==> config.mk <==
export PLATFORM = sky130hd
export DESIGN_NAME = pow2_rr_arbiter
export DESIGN_NICKNAME = d
export VERILOG_FILES = /design/src/rtl/pow2_rr_arbiter.sv
export SDC_FILE = /design/constraint.sdc
export NUM_CORES = 1
export LEC_CHECK = 0
export ABC_AREA = 1
export CORE_MARGIN = 2
export CORE_UTILIZATION = 50
export DETAILED_ROUTE_END_ITERATION = 8
export PLACE_DENSITY = 0.85
export SETUP_SLACK_MARGIN = 0.05
export SYNTH_ARGS = -nofsm -noshare
export SYNTH_HDL_FRONTEND = slang
export SYNTH_SLANG_ARGS = --single-unit
export TNS_END_PERCENT = 1
==> constraint.sdc <==
create_clock -name clk -period 4.4 [get_ports clk]
set_clock_uncertainty 0.1 [all_clocks]
set_input_delay 0.66 -clock clk [delete_from_list [all_inputs] [get_ports clk]]
set_output_delay 0.66 -clock clk [all_outputs]
set_load 0.05 [all_outputs]
==> src/rtl/pow2_rr_arbiter.sv <==
// Round-robin arbiter sharing one power-of-two exponent unit among NREQ requesters.
// The winning operand is converted combinationally and the result is registered
// together with the ID of the requester that produced it.
module pow2_rr_arbiter #(
    parameter int unsigned NREQ = 4,
    localparam int unsigned IDW = $clog2(NREQ)
) (
    input  logic              clk,
    input  logic              rst,
    input  logic [NREQ-1:0]   req_valid,
    input  logic [6*NREQ-1:0] req_data,
    output logic [NREQ-1:0]   req_ready,
    output logic              res_valid,
    output logic [IDW-1:0]    res_id,
    output logic [2:0]        res_pow,
    input  logic              res_ready
);

    logic [IDW-1:0] ptr_q;
    logic           res_valid_q;
    logic [IDW-1:0] res_id_q;
    logic [2:0]     res_pow_q;

    logic           can_accept;
    logic           grant_any;
    logic           grant_fire;
    logic [IDW-1:0] grant_id;
    logic [IDW:0]   cand;
    logic [5:0]     grant_x;
    logic [5:0]     grant_xm1;
    logic [2:0]     grant_pow;
    logic [IDW-1:0] next_ptr;

    assign can_accept = !res_valid_q || res_ready;

    // First valid requester at or above ptr, wrapping at NREQ-1.
    always_comb begin
        grant_any = 1'b0;
        grant_id  = '0;
        cand      = '0;
        for (int unsigned k = 0; k < NREQ; k++) begin
            cand = {1'b0, ptr_q} + (IDW + 1)'(k);
            if (cand >= (IDW + 1)'(NREQ)) begin
                cand = cand - (IDW + 1)'(NREQ);
            end
            if (!grant_any && req_valid[cand[IDW-1:0]]) begin
                grant_any = 1'b1;
                grant_id  = cand[IDW-1:0];
            end
        end
    end

    // Exponent: 0 for x<=2, else index of the MSB of x-1.
    always_comb begin
        grant_x   = req_data[6*grant_id +: 6];
        grant_xm1 = grant_x - 6'd1;
        grant_pow = 3'd0;
        if (grant_x > 6'd2) begin
            for (int i = 0; i < 6; i++) begin
                if (grant_xm1[i]) begin
                    grant_pow = 3'(i);
                end
            end
        end
    end

    // Grant is suppressed while in reset or while the result register is stalled.
    always_comb begin
        grant_fire = can_accept && grant_any && !rst;
        req_ready  = '0;
        if (grant_fire) begin
            req_ready = NREQ'(1) << grant_id;
        end
        if (grant_id == IDW'(NREQ - 1)) begin
            next_ptr = '0;
        end else begin
            next_ptr = grant_id + IDW'(1);
        end
    end

    // Result register and round-robin pointer; ptr moves only on a grant.
    always_ff @(posedge clk) begin
        if (rst) begin
            ptr_q       <= '0;
            res_valid_q <= 1'b0;
            res_id_q    <= '0;
            res_pow_q   <= '0;
        end else if (grant_fire) begin
            ptr_q       <= next_ptr;
            res_valid_q <= 1'b1;
            res_id_q    <= grant_id;
            res_pow_q   <= grant_pow;
        end else if (res_ready) begin
            res_valid_q <= 1'b0;
        end
    end

    assign res_valid = res_valid_q;
    assign res_id    = res_id_q;
    assign res_pow   = res_pow_q;

endmodule

Word level (Yosys, flattened, before mapping)
Index checks and enable logic that the tools add are counted.
{"block": "word_totals", "register_bits": 8, "input_bits": 31, "output_inout_bits": 10, "wordCells": 68}
{"block": "classes", "addsub": 9, "mul": 1, "order_cmp": 9, "eq_ne": 1, "n_shift": 2, "mux": 30, "n_reduce_logical": 12}
{"op": "indexed part select 24 x 6 -> 6 bit", "n": 1}
{"op": "two-way mux 2 bit", "n": 9}
{"op": "two-way mux 3 bit", "n": 5}
{"op": "< comparator 2 x 3 -> 1 bit, second input constant", "n": 4}
{"op": "two-way mux 1 bit", "n": 11}
{"op": "greater-or-equal comparator 3 bit, second input constant", "n": 3}
{"op": "binary-select mux 1 bit (select 2 bit)", "n": 4}
{"op": "subtractor 2 x 1 -> 2 bit, second input constant", "n": 4}
{"op": "adder 2 x 2 -> 3 bit, second input constant", "n": 2}
{"op": "> comparator 6 x 2 -> 1 bit, second input constant", "n": 1}
{"op": "subtractor 6 x 1 -> 6 bit, second input constant", "n": 1}
{"op": "logical AND 1 bit", "n": 5}
{"op": "zero test 1 bit", "n": 5}
{"op": "multiplier 2 x 2 -> 4 bit, first input constant", "n": 1}
{"op": "two-way mux 4 bit", "n": 1}
{"op": "left shift 1 x 2 -> 4 bit, first input constant", "n": 1}
{"op": "adder 2 x 1 -> 3 bit, second input constant", "n": 1}
{"op": "greater-or-equal comparator 2 x 3 -> 1 bit, second input constant", "n": 1}
{"op": "adder 2 x 1 -> 2 bit, second input constant", "n": 1}
{"op": "== test 2 bit, second input constant", "n": 1}
{"op": "nonzero test 2 bit", "n": 1}
{"op": "logical OR 1 bit", "n": 1}

Longest topological paths before layout
{"block": "depth", "ltp_word": 23, "ltp_mapped": 23}

Worst setup path after synthesis
OpenSTA, ideal clock, no wires.
{"block": "synth_timing", "kind": "input-to-output", "start": "input req_valid[2]", "end": "output req_ready[2]", "arrival_ns": 2.287, "t_required_ns": 3.640, "slack_ns": 1.353, "cell_stages": 12, "path_buffers": 0, "path_cell_list": "inv_1 -> nand2_1 -> nand3_2 -> nand2_2 -> nor2_8 -> nand3_1 -> nand3_2 -> nand2_4 -> inv_6 -> ha_1 -> inv_1 -> nor2_1"}
{"block": "synth_via", "elab_cells_between_ends": 26, "classes_between": "shift: 1; mux: 17; reduce/logical: 8"}
{"element": "start: declaration", "line_no": "10", "rtl": "input logic [NREQ-1:0] req_valid,"}
{"element": "binary-select mux 1 bit (select 2 bit)", "line_no": "46", "rtl": "if (!grant_any && req_valid[cand[IDW-1:0]]) begin"}
{"element": "two-way mux 1 bit (not written as such)", "line_no": "46"}
{"element": "two-way mux 1 bit", "line_no": "46"}
{"element": "zero test 1 bit", "line_no": "46"}
{"element": "logical AND 1 bit", "line_no": "46"}
{"element": "two-way mux 1 bit", "line_no": "46"}
{"element": "zero test 1 bit", "line_no": "46"}
{"element": "logical AND 1 bit", "line_no": "46"}
{"element": "two-way mux 1 bit", "line_no": "46"}
{"element": "zero test 1 bit", "line_no": "46"}
{"element": "logical AND 1 bit", "line_no": "46"}
{"element": "two-way mux 2 bit *", "line_no": "46"}
{"element": "net grant_id[1]", "line_no": "27", "rtl": "logic [IDW-1:0] grant_id;"}
{"element": "left shift 1 x 2 -> 4 bit *", "line_no": "72", "rtl": "req_ready = NREQ'(1) << grant_id;"}
{"element": "two-way mux 4 bit *", "line_no": "71", "rtl": "if (grant_fire) begin"}
{"element": "end: declaration", "line_no": "12", "rtl": "output logic [NREQ-1:0] req_ready,"}
Mark *: on every way through the listed nets, which the timed path passes. The rest lies on a longest branch. The select of a mux whose other input is x is not followed.

Worst setup path in the final report
{"block": "layout_timing", "start": "input req_valid[3]", "end": "output req_ready[3]"}
Same word-level chain as after synthesis.

==> out/results.md <==
| Parameter | This run |
|---|---|
| Wire length of the first global-routing pass | 5.45 mm |
| Worst path required time | 3.64 ns |
| Yosys reg bits | 8 |
| Number of failing setup endpoints in the final timing report | 0 |
| Number of placement rows | 18 |
| Clock tree from TritonCTS | yes |
| Outcome | finished, final reports clean |
| Mean area per synthesized cell | 6.10 sq um |
| Vias post-DR | 1,438 |
| Die X-Extent | 55.8 um |
| Number of antenna cells inserted | 0 |
| Family with the most delay on the worst path | buffers and inverters |
| Multi-input logic area | 970 sq um |
| Area share of the largest cell type after synthesis | 17.6% |
| Final routed DRC violation total | 0 |
| Overflow left after global routing | 0 |
| Total of buffers placed on input and output ports | 40 |
| Synth Cell Area | 1340 sq um |
| Post-synthesis cell type count | 22 |
| Vias in the first global route | 1,388 |
| Data arrival time of the critical path | 3.27 ns |
| Resized Gates After CTS | 0 |
| Number of hold violations in the final report | 0 |
| Routed length per instance | 10.4 um |
| Nature of the critical path startpoint | input port |
| Critical path type | in -> out |
| Pin count of the biggest net entering global routing | 18 |
| Worst Path Max Fanout | 17 |
| Clock H-tree levels | 1 |
| Final max-slew violation count | 0 |
| Placed cell count | 285 |
| Clock sink total | 8 |
| Most common library cell in the layout ignoring fill and taps | sky130_fd_sc_hd__nand2_1 |
| Die area | 3110 sq um |
| Post-layout minimum cycle time | 4.03 ns |
| Max capacitance violation total | 0 |
| F_max | 248 MHz |
| I/O pin count | 41 |
| Per-cell via count in the routed design | 4.99 |
| RSZ-0062 raised after global routing | false |
| Critical Path Slowest Stage Cell | sky130_fd_sc_hd__clkdlybuf4s50_1 |
| Crit share post-route | 91.6% |
| Headroom to the max-slew limit | 66.0% |
| Post-synthesis to final-layout area growth | 31.0% |
| Drt initial violations | 23 |
| Post-CTS Setup Bufs | 0 |
| Initial antenna violation count | 0 |
| Delay of the slowest cell on the worst path | 0.81 ns |
| Total CTS buffers | 3 |
| Count of hold buffers inserted by post-cts repair | 0 |
| Setup tns final | 0 ns |
| Root cell of the clock tree | sky130_fd_sc_hd__clkbuf_4 |
| Mapped Cells | 220 |
| Final cell count without fillers | 288 |
| Initial core utilization | 53.7% |
| Detailed-placement wirelength estimate | 2.43 mm |
| First drt pass iteration count | 4 |
| Sum of routed wire length over all layers | 2.98 mm |
| Worst Setup End Kind | output pin |
| Slew at the pin with the worst max-slew slack | 0.509 ns |
| Share of post-route cells with drive strength above 1 | 23.3% |
| Cell mode on critical path | sky130_fd_sc_hd__nand2_1 |
| Antenna Violating Nets Remaining | 0 |
| List of cells traversed by the critical path | clkdlybuf4s50_1, inv_1, nand2_1, nand2_1, nand2_1, nand2_1, nand2_2, nand2_2, nand2_4, nand3_4, inv_2, ha_1, inv_1, nor2_1, clkdlybuf4s50_1 |
| Cell types with the largest area share after synthesis | sky130_fd_sc_hd__nand2_1, sky130_fd_sc_hd__dfxtp_1, sky130_fd_sc_hd__nand2_2, sky130_fd_sc_hd__nand3_2, sky130_fd_sc_hd__inv_1 |
| Worst-case clock buffer depth | 2 |
| Gpl congestion | 0.880 |
| Worst hold-check path type | reg -> reg |
| Commonest cells after routing, fill and taps aside | sky130_fd_sc_hd__nand2_1, sky130_fd_sc_hd__clkdlybuf4s50_1, sky130_fd_sc_hd__inv_1 |
| Total global routing track utilization | 21.1% |
| Final #Nets | 297 |
| Fill cell count | 232 |
| Yosys top cell by area | sky130_fd_sc_hd__nand2_1 |
| Buffers & Inverters on Critical Path | 5 |
| Die extent in y | 55.8 um |
| Clock insertion delay at the later pin of the skew report | 0.25 ns |
| Number of warnings reported in the yosys synthesis log | 0 |
| Sequential share of the synthesized area | 11.9% |
| Net count after synthesis | 257 |
| Storage element area | 160 sq um |
| CTS clk-pin slew, worst paths | 0.05 ns |
| CORE AREA | 2500 sq um |
-- registers in the layout (all words and copies together) (netlist names) --
name,count
res_pow,3
ptr_q,2
res_valid,1
res_id,2
-- metal layers --
metal	global-route usage (%)	part of all wire, %	vias to the layer above
li1	-	-	766
met1	25.6	43	627
met2	37.8	51	41
met3	3.26	4.5	4
met4	6.27	1.2	0
met5	0	0	-
-- through the flow --
stage                     util, %  instance area (sq um)  setup WS, ns  hold WS (ns)
final                        70.3                   1760         0.368         0.368
after global routing         70.3                   1760         0.145         0.391
after CTS                    70.3                   1760         0.352         0.369
after detailed placement     69.4                   1730         0.359         0.361
after global placement       69.4                   1730         0.395         0.356
after floorplan                 -                   1340          1.35         0.437
-- worst min-delay path: cells and delay by family (launching register included) --
kind | cells | cell delay (ns)
DFF | 1 | 0.31
and+or+nand+nor | 1 | 0.06
AOI/OAI and AO/OA | 1 | 0.05
-- final cells by class --
class | count | share of cell area [%]
Multi-Input combinational cell | 165 | 55.2
Timing Repair Buffer | 41 | 23.2
Inverter | 41 | 9.05
Clock buffer | 3 | 1.28
Tap cell | 30 | 2.14
Sequential cell | 8 | 9.12
-- final timing paths --
path | endpoint | startpoint | slack (ns) | cells past startpoint
setup reg to reg | res_pow[1] | ptr_q[0] | 1.39 | 19
hold reg to reg | res_pow[0] | res_pow[0] | 0.37 | 2
setup / recovery | req_ready[3] | req_valid[3] | 0.37 | 15
hold / removal | res_pow[0] | res_pow[0] | 0.37 | 2
-- cells in the mapped netlist, drive strengths merged --
master and n:
nand3 30, nand2 88, nor2 16, o21ai 4, clkbuf 1, ha 6
inv 41, a21oi 6, nand3b 1, nand4 14, buf 5, dfxtp 8
-- cells by family (layout without fill, tap and decap cells) --
family	count (synthesis)	after routing	share of synthesized area [%]
buffers and inverters	47	85	15.8
AOI/OAI and AO/OA	10	10	3.73
DFF	8	8	11.9
and+or+nand+nor	149	149	63.0
adders and majority gates	6	6	5.60
Power is not shown: default switching activity piles up to over one toggle a cycle in this logic, so the estimate is an artifact.
